--- src/rtl/ulpb_rx_buffer_if.sv ---
// rtl/ulpb_rx_buffer_if.sv - ULPB receive handshake, message stream and oversize flag bundle
interface ulpb_rx_buffer_if #(
    parameter int ADDR_WIDTH = 8,
    parameter int DATA_WIDTH = 32
);
    logic [ADDR_WIDTH-1:0] RX_ADDR;
    logic [DATA_WIDTH-1:0] RX_DATA;
    logic                  RX_REQ;
    logic                  RX_PEND;
    logic                  RX_ACK;
    logic [ADDR_WIDTH-1:0] MSG_ADDR;
    logic [DATA_WIDTH-1:0] MSG_DATA;
    logic                  MSG_LAST;
    logic                  MSG_VALID;
    logic                  MSG_READY;
    logic                  OVERSIZE;
    logic                  OVERSIZE_CLR;

    // master: bus node plus layer controller side; slave: the receive buffer
    modport master (
        output RX_ADDR, RX_DATA, RX_REQ, RX_PEND, MSG_READY, OVERSIZE_CLR,
        input  RX_ACK, MSG_ADDR, MSG_DATA, MSG_LAST, MSG_VALID, OVERSIZE
    );

    modport slave (
        input  RX_ADDR, RX_DATA, RX_REQ, RX_PEND, MSG_READY, OVERSIZE_CLR,
        output RX_ACK, MSG_ADDR, MSG_DATA, MSG_LAST, MSG_VALID, OVERSIZE
    );
endinterface

--- src/rtl/ulpb_rx_buffer.sv ---
// rtl/ulpb_rx_buffer.sv - ULPB receive FIFO releasing only complete messages, dropping oversize ones
module ulpb_rx_buffer #(
    parameter int DEPTH      = 8,
    parameter int ADDR_WIDTH = 8,
    parameter int DATA_WIDTH = 32
) (
    input  logic             CLKIN,
    input  logic             RESET,
    ulpb_rx_buffer_if.slave  bus
);
    localparam int PTR_W = $clog2(DEPTH);
    localparam int CNT_W = PTR_W + 1;
    localparam logic [CNT_W-1:0] FULL_CNT = CNT_W'(DEPTH);

    typedef enum logic {IDLE, ACK_HI} state_t;

    state_t                state, state_nxt;
    logic                  req_meta, req_s;
    logic [PTR_W-1:0]      wr_ptr, rd_ptr;
    logic [CNT_W-1:0]      count, msg_cnt;
    logic                  discard, oversize;
    logic                  full, overflow, wr_en, wr_last, pop, head_last, discard_clr;

    logic [ADDR_WIDTH-1:0] mem_addr [DEPTH];
    logic [DATA_WIDTH-1:0] mem_data [DEPTH];
    logic                  mem_last [DEPTH];

    always_ff @(posedge CLKIN) begin
        if (RESET) begin
            req_meta <= 1'b0;
            req_s    <= 1'b0;
        end else begin
            req_meta <= bus.RX_REQ;
            req_s    <= req_meta;
        end
    end

    assign full      = (count == FULL_CNT);
    // A full FIFO with no complete message inside can never drain: flush it.
    assign overflow  = full && (msg_cnt == '0);
    assign wr_last   = ~bus.RX_PEND;
    assign head_last = mem_last[rd_ptr];
    assign pop       = (msg_cnt != '0) && bus.MSG_READY;

    always_comb begin
        state_nxt   = state;
        wr_en       = 1'b0;
        discard_clr = 1'b0;
        case (state)
            IDLE: begin
                if (req_s) begin
                    if (discard) begin
                        discard_clr = ~bus.RX_PEND;
                        state_nxt   = ACK_HI;
                    end else if (!full) begin
                        wr_en     = 1'b1;
                        state_nxt = ACK_HI;
                    end
                end
            end
            ACK_HI: begin
                if (!req_s) state_nxt = IDLE;
            end
            default: state_nxt = IDLE;
        endcase
    end

    always_ff @(posedge CLKIN) begin
        if (RESET) state <= IDLE;
        else       state <= state_nxt;
    end

    always_ff @(posedge CLKIN) begin
        if (RESET || overflow) begin
            wr_ptr  <= '0;
            rd_ptr  <= '0;
            count   <= '0;
            msg_cnt <= '0;
        end else begin
            if (wr_en) wr_ptr <= wr_ptr + PTR_W'(1);
            if (pop)   rd_ptr <= rd_ptr + PTR_W'(1);
            count   <= count + CNT_W'(wr_en) - CNT_W'(pop);
            msg_cnt <= msg_cnt + CNT_W'(wr_en & wr_last) - CNT_W'(pop & head_last);
        end
    end

    always_ff @(posedge CLKIN) begin
        if (RESET) begin
            discard  <= 1'b0;
            oversize <= 1'b0;
        end else begin
            if (overflow)         discard <= 1'b1;
            else if (discard_clr) discard <= 1'b0;
            if (overflow)              oversize <= 1'b1;
            else if (bus.OVERSIZE_CLR) oversize <= 1'b0;
        end
    end

    always_ff @(posedge CLKIN) begin
        if (wr_en) begin
            mem_addr[wr_ptr] <= bus.RX_ADDR;
            mem_data[wr_ptr] <= bus.RX_DATA;
            mem_last[wr_ptr] <= wr_last;
        end
    end

    assign bus.RX_ACK    = (state == ACK_HI);
    assign bus.MSG_ADDR  = mem_addr[rd_ptr];
    assign bus.MSG_DATA  = mem_data[rd_ptr];
    assign bus.MSG_LAST  = head_last;
    assign bus.MSG_VALID = (msg_cnt != '0);
    assign bus.OVERSIZE  = oversize;
endmodule

--- src/flat_wrapper.sv ---
// flat-port wrapper written by rule: the top's interface ports become plain ports
module ulpb_rx_buffer_flat 
#(
    parameter int DEPTH      = 8,
    parameter int ADDR_WIDTH = 8,
    parameter int DATA_WIDTH = 32
)
  (CLKIN, RESET, bus_RX_ADDR, bus_RX_DATA, bus_RX_REQ, bus_RX_PEND, bus_MSG_READY, bus_OVERSIZE_CLR, bus_RX_ACK, bus_MSG_ADDR, bus_MSG_DATA, bus_MSG_LAST, bus_MSG_VALID, bus_OVERSIZE);
  ulpb_rx_buffer_if #(.ADDR_WIDTH(ADDR_WIDTH), .DATA_WIDTH(DATA_WIDTH)) bus_i ();
  input  logic CLKIN;
  input  logic RESET;
  input wire logic [$bits(bus_i.RX_ADDR)-1:0] bus_RX_ADDR;
  input wire logic [$bits(bus_i.RX_DATA)-1:0] bus_RX_DATA;
  input wire logic [$bits(bus_i.RX_REQ)-1:0] bus_RX_REQ;
  input wire logic [$bits(bus_i.RX_PEND)-1:0] bus_RX_PEND;
  input wire logic [$bits(bus_i.MSG_READY)-1:0] bus_MSG_READY;
  input wire logic [$bits(bus_i.OVERSIZE_CLR)-1:0] bus_OVERSIZE_CLR;
  output wire logic [$bits(bus_i.RX_ACK)-1:0] bus_RX_ACK;
  output wire logic [$bits(bus_i.MSG_ADDR)-1:0] bus_MSG_ADDR;
  output wire logic [$bits(bus_i.MSG_DATA)-1:0] bus_MSG_DATA;
  output wire logic [$bits(bus_i.MSG_LAST)-1:0] bus_MSG_LAST;
  output wire logic [$bits(bus_i.MSG_VALID)-1:0] bus_MSG_VALID;
  output wire logic [$bits(bus_i.OVERSIZE)-1:0] bus_OVERSIZE;
  assign bus_i.RX_ADDR = bus_RX_ADDR;
  assign bus_i.RX_DATA = bus_RX_DATA;
  assign bus_i.RX_REQ = bus_RX_REQ;
  assign bus_i.RX_PEND = bus_RX_PEND;
  assign bus_i.MSG_READY = bus_MSG_READY;
  assign bus_i.OVERSIZE_CLR = bus_OVERSIZE_CLR;
  assign bus_RX_ACK = bus_i.RX_ACK;
  assign bus_MSG_ADDR = bus_i.MSG_ADDR;
  assign bus_MSG_DATA = bus_i.MSG_DATA;
  assign bus_MSG_LAST = bus_i.MSG_LAST;
  assign bus_MSG_VALID = bus_i.MSG_VALID;
  assign bus_OVERSIZE = bus_i.OVERSIZE;
  ulpb_rx_buffer #(.DEPTH(DEPTH), .ADDR_WIDTH(ADDR_WIDTH), .DATA_WIDTH(DATA_WIDTH)) u_core (.CLKIN(CLKIN), .RESET(RESET), .bus(bus_i));
endmodule
--- config.mk ---
export PLATFORM = sky130hd
export DESIGN_NAME = ulpb_rx_buffer_flat
export DESIGN_NICKNAME = d
export VERILOG_FILES = /design/src/rtl/ulpb_rx_buffer_if.sv /design/src/rtl/ulpb_rx_buffer.sv /design/src/flat_wrapper.sv
export SDC_FILE = /design/constraint.sdc
export NUM_CORES = 1
export LEC_CHECK = 0
export CAP_MARGIN = 10
export CORE_UTILIZATION = 61
export DETAILED_ROUTE_END_ITERATION = 10
export GPL_TIMING_DRIVEN = 0
export PLACE_DENSITY = 0.82
export REMOVE_ABC_BUFFERS = 1
export SLEW_MARGIN = 40
export SYNTH_ARGS = -nofsm -noshare
export SYNTH_HDL_FRONTEND = slang
export SYNTH_SLANG_ARGS = --single-unit
export TNS_END_PERCENT = 5
--- constraint.sdc ---
create_clock -name CLKIN -period 10.5 [get_ports CLKIN]
set_input_delay 2.1 -clock CLKIN [delete_from_list [all_inputs] [get_ports CLKIN]]
set_output_delay 2.1 -clock CLKIN [all_outputs]
set_load 0.005 [all_outputs]
# Yosys cells after proc, flatten, opt, wreduce, memory -nomap -nowiden
# Memories as Yosys holds them, arrays and structs flattened. A register that Yosys moved wholly into a read port is not among the register bits.
# Cells that the tools add are included.
[classes] mux=23 eq_ne=1 add_sub_neg=6 bitwise_logic=4 reduce_logical=7
[op_table] cell="3-bit 2-to-1 mux" count=6
[op_table] cell="1-bit 2-to-1 mux" count=16
[op_table] cell="3-bit by 1-bit adder with 3-bit output (second input constant)" count=2
[op_table] cell="4-bit by 1-bit adder with 4-bit output" count=1
[op_table] cell="4-bit adder" count=1
[op_table] cell="4-bit equality test (second input constant)" count=1
[op_table] cell="4-bit logical NOT" count=1
[op_table] cell="2-bit nonzero test" count=2
[op_table] cell="4-bit nonzero test" count=1
[op_table] cell="4-bit by 1-bit subtractor with 4-bit output" count=1
[op_table] cell="4-bit subtractor" count=1
[op_table] cell="1-bit AND" count=2
[op_table] cell="1-bit logical AND" count=2
[op_table] cell="1-bit inverter" count=2
[op_table] cell="1-bit case mux with 2 select lines" count=1
[op_table] cell="1-bit logical OR" count=1
[totals] in_bits=46 mem_count=3 ram_bits=328 elab_cells=53 register_bits=19
[memory_table] name="u_core.mem_data" words=8 width=32 read_ports=1 rd_clocked_by_memory_dff=1 write_ports=1 line="ulpb_rx_buffer.sv:25" rtl="logic [DATA_WIDTH-1:0] mem_data [DEPTH];"
[memory_table] name="u_core.mem_addr" words=8 width=8 read_ports=1 rd_clocked_by_memory_dff=1 write_ports=1 line="ulpb_rx_buffer.sv:24" rtl="logic [ADDR_WIDTH-1:0] mem_addr [DEPTH];"
[memory_table] name="u_core.mem_last" words=8 width=1 read_ports=1 rd_clocked_by_memory_dff=1 write_ports=1 line="ulpb_rx_buffer.sv:26" rtl="logic mem_last [DEPTH];"

# Longest topological paths before layout
[depth] ltp_word=8 depth_mapped=12 depth_no_buf=12

# Worst setup path before layout
# OpenSTA, ideal clock, no wires.
[synth_path] kind="reg2reg" from="reg u_core.state, in the netlist u_core.bus.RX_ACK" to="mem u_core.mem_addr[0][0], enable pin" path_slack_ns=6.091 path_buffers=0 required_ns=10.010 stages_incl_launch_ff=4 arrival_ns=3.919 path_cell_list="dfxtp_1 -> or3b_1 -> or3_1 -> nor3_1"
[synth_between] elab_chain_cells=3
[synth_lines] item="from (decl)" line="ulpb_rx_buffer.sv:17" rtl="state_t state, state_nxt;"
[synth_lines] item="from (signal assigned)" line="ulpb_rx_buffer.sv:70" rtl="else state <= state_nxt;"
[synth_lines] item="1-bit 2-to-1 mux" line="ulpb_rx_buffer.sv:49" rtl="case (state)"
[synth_lines] item="1-bit 2-to-1 mux" line="ulpb_rx_buffer.sv:100" rtl="if (wr_en) begin"
[synth_lines] item="1-bit 2-to-1 mux (implied by the code)" line="ulpb_rx_buffer.sv:101" rtl="mem_addr[wr_ptr] <= bus.RX_ADDR;"
[synth_lines] item="to (decl)" line="ulpb_rx_buffer.sv:24"
# No other way between the ends.

==> impl_metrics.csv <==
group,metric,value,unit
critical_path,r2r_cells,11,
power_and_ir_drop,ir_worst_vdd,0.151,mV
layout,area_delta_synth_final,20.8,%
clocking,clkTransAtPathRegs,60,ps
critical_path,crit_end,"bus_MSG_DATA[25]",
logic_synthesis,synthFlopType,"edfxtp_1",
die,die_h,151,um
layout,final_cell_mix,"328 x edfxtp_1, 89 x clkdlybuf4s50_1, 66 x mux4_2",
routing,via_count,6496,
routing,wl_per_cell,25.4,um
sta,final_hold_viol_count,0,
layout,fin_cells,1054,
sta,fin_crit_sh,49.0,%
status,status,"complete, no violations",
critical_path,worstSetupPathType,"reg2out",
hold_path,hold_path.class,"reg2reg",
routing,met3_length,1890,um
routing,topRoutingLayerUsed,"met5",
clocking,clockBufferDepth,3,
global_routing,grt_max_degree,43,
layout,final_nets,808,
routing,antenna_left,0,
routing,drc,0,
die,fp-row-count,54,
critical_path,required,8400,ps
sta,clock-skew-final,11.7,ps
global_routing,gr-total-overflow,0,
global_routing,grt_pass1_vias,6775,
sta,fmax,0.194,GHz
critical_path,arrival,3050,ps
clocking,numCtsBuffers,34,
clocking,cts.sinks,350,
logic_synthesis,syn_avg_cell_area,22.1,um^2
critical_path,start_kind,"register",
logic_synthesis,ys_ff_latch,350,
clocking,post_cts_buffers,0,
die,die_w,151,um
sta,setup_viol,0,
routing,dr_wl_met2,13700,um
placed_design,dp.cells,992,
die,initial_core_util,62.1,%
routing,via_per_inst,6.16,
placed_design,place_area,15200,um^2
power_and_ir_drop,power_density,209,nW/um^2
sta,slew_headroom,39.5,%
global_routing,grt_usage,24.5,%
die,die_area,22700,um^2
logic_synthesis,yosysWarningCount,0,
critical_path,critPathMaxFanout,30,
die,ios,90,
routing,drt_iter0_drc,572,
global_routing,grt_pass1_wl,39500,um
layout,drive_gt1_share,26.7,%
sta,drv_slew,0,
logic_synthesis,yosysSeqAreaShare,76.2,%
global_routing,antenna_found_initial,2,
clocking,cts-root-buf,"clkbuf_16",
placed_design,dp_hpwl,16200,um
critical_path,rr_endpoint,"u_core.msg_cnt[3]",
layout,final_common_cell,"edfxtp_1",
placed_design,gp_congestion,0.752,
run,drv_cap,0,
layout,diodes,0,
layout,nFillCells,1134,
clocking,cts_tree,"built",
die,coreArea,21800,um^2
critical_path,cp-end-kind,"output port",
clocking,h-tree-depth,2,
sta,worst_pin_slew,884,ps
placed_design,port_buffers,89,
sta,rsz0062_at_grt,"false",
clocking,worstSkewPairLatency,500,ps
power_and_ir_drop,finalPower,0.00341,W
logic_synthesis,netlist_area,13500,um^2
sta,final.min_clock_period,5150,ps
power_and_ir_drop,leakagePower,5.23,nW
logic_synthesis,synth_edf_count,328,
layout,final_area,16300,um^2
logic_synthesis,synthArstFlopShare,0,%
sta,setup_tns,0,ps
routing,routed_wl,26800,um
logic_synthesis,syn-instance-count,610,
clocking,cts-resized-gates,0,
critical_path,r2r_setup_slack,7160,ps
clocking,postCtsHoldBufs,0,
routing,firstDrtPassIters,5,
logic_synthesis,synth_cell_types,37,
routing,wl_met1,10400,um
[stage by stage]
stage	utilization [%]	setup WS, ps	hold WS [ps]
CTS	75.0	5260	449
global placement	67.0	2170	434
global route	75.0	5170	462
finish	75.0	5350	441
detailed placement	70.0	5830	429
floorplan	-	4130	414
[cells in the mapped netlist (2+ instances only)]
| master | number | share of area (%) |
|---|---|---|
| a21o_1 | 2 | 0.11 |
| nor2b_1 | 3 | 0.14 |
| mux4_1 | 14 | 2.7 |
| mux2_2 | 43 | 3.6 |
| nor3_1 | 5 | 0.19 |
| inv_1 | 20 | 0.56 |
| clkbuf_1 | 10 | 0.28 |
| ha_1 | 12 | 1.1 |
| edfxtp_1 | 328 | 73 |
| nand2b_1 | 4 | 0.19 |
| nand2_1 | 6 | 0.17 |
| buf_6 | 4 | 0.33 |
| buf_12 | 3 | 0.44 |
| or3_1 | 4 | 0.19 |
| nor3b_1 | 4 | 0.22 |
| fa_1 | 2 | 0.30 |
| buf_1 | 5 | 0.14 |
| o21ai_0 | 7 | 0.26 |
| nor2_1 | 14 | 0.39 |
| a21oi_1 | 11 | 0.41 |
| dfxtp_1 | 22 | 3.3 |
| buf_2 | 4 | 0.15 |
| nand3_1 | 4 | 0.15 |
| mux4_2 | 66 | 11 |
[sequential cells by signal, indices dropped and copies added, names as in the netlist, named ones only]
register,count
u_core.wr_ptr,3
u_core.mem_last,8
u_core.msg_cnt,4
u_core.count,4
u_core.req_s,1
u_core.bus.OVERSIZE,1
u_core.rd_ptr,3
u_core.discard,1
u_core.mem_addr,64
u_core.req_meta,1
u_core.mem_data,256
u_core.bus.RX_ACK,1
[area by class of cell]
class	count	area (um^2)	share of cell area, %
multi-input cells	214	3020	18.5
clock buffers	49	971	5.95
well taps	280	350	2.15
clock inverters	13	111	0.682
repair buffers	128	1490	9.15
inverters	20	75.1	0.460
flip-flops and latches	350	10300	63.1
[power by group]
| part | internal (W) | switching, W |
|---|---|---|
| registers | 0.00156 | 0.0000339 |
| clock network | 0.000694 | 0.000480 |
| logic | 0.000375 | 0.000267 |
| total | 0.00263 | 0.000782 |
[per-layer routing]
layer / vias up / track usage (%)
li1: 2802 / -
met1: 3361 / 31.6
met2: 273 / 41.5
met3: 58 / 5.15
met4: 2 / 9.05
met5: - / 0
[worst min-delay path by stage]
stage | slack, ps | start | endpoint | cells after the start
after detailed placement | 430 | u_core.req_meta | u_core.req_s | 1
after floorplan | 410 | u_core.req_meta | u_core.req_s | 1
final | 440 | u_core.req_meta | u_core.req_s | 1
after global routing | 460 | u_core.req_meta | u_core.req_s | 1
after CTS | 450 | u_core.req_meta | u_core.req_s | 1
after global placement | 430 | u_core.req_meta | u_core.req_s | 1
[critical path, cell delays in order, from the launching register on]
cell	delay, ps
dfxtp_4	610
buf_12	260
buf_12	270
mux4_1	620
mux2_2	290
clkdlybuf4s50_1	450
[kinds of logic (layout without fill, tap and decap cells)]
kind of cell / after synthesis / in the layout / synth area share, %
buffers and inverters: 46 / 210 / 1.90
multiplexers: 123 / 123 / 17.3
adder cells (fa/ha/maj): 14 / 14 / 1.41
AO/OA/AOI/OAI: 24 / 24 / 1.01
AND/OR/NAND/NOR: 51 / 51 / 2.07
flip-flops: 350 / 350 / 76.2
XOR/XNOR: 2 / 2 / 0.130
Power figures use the tool's default switching activity.
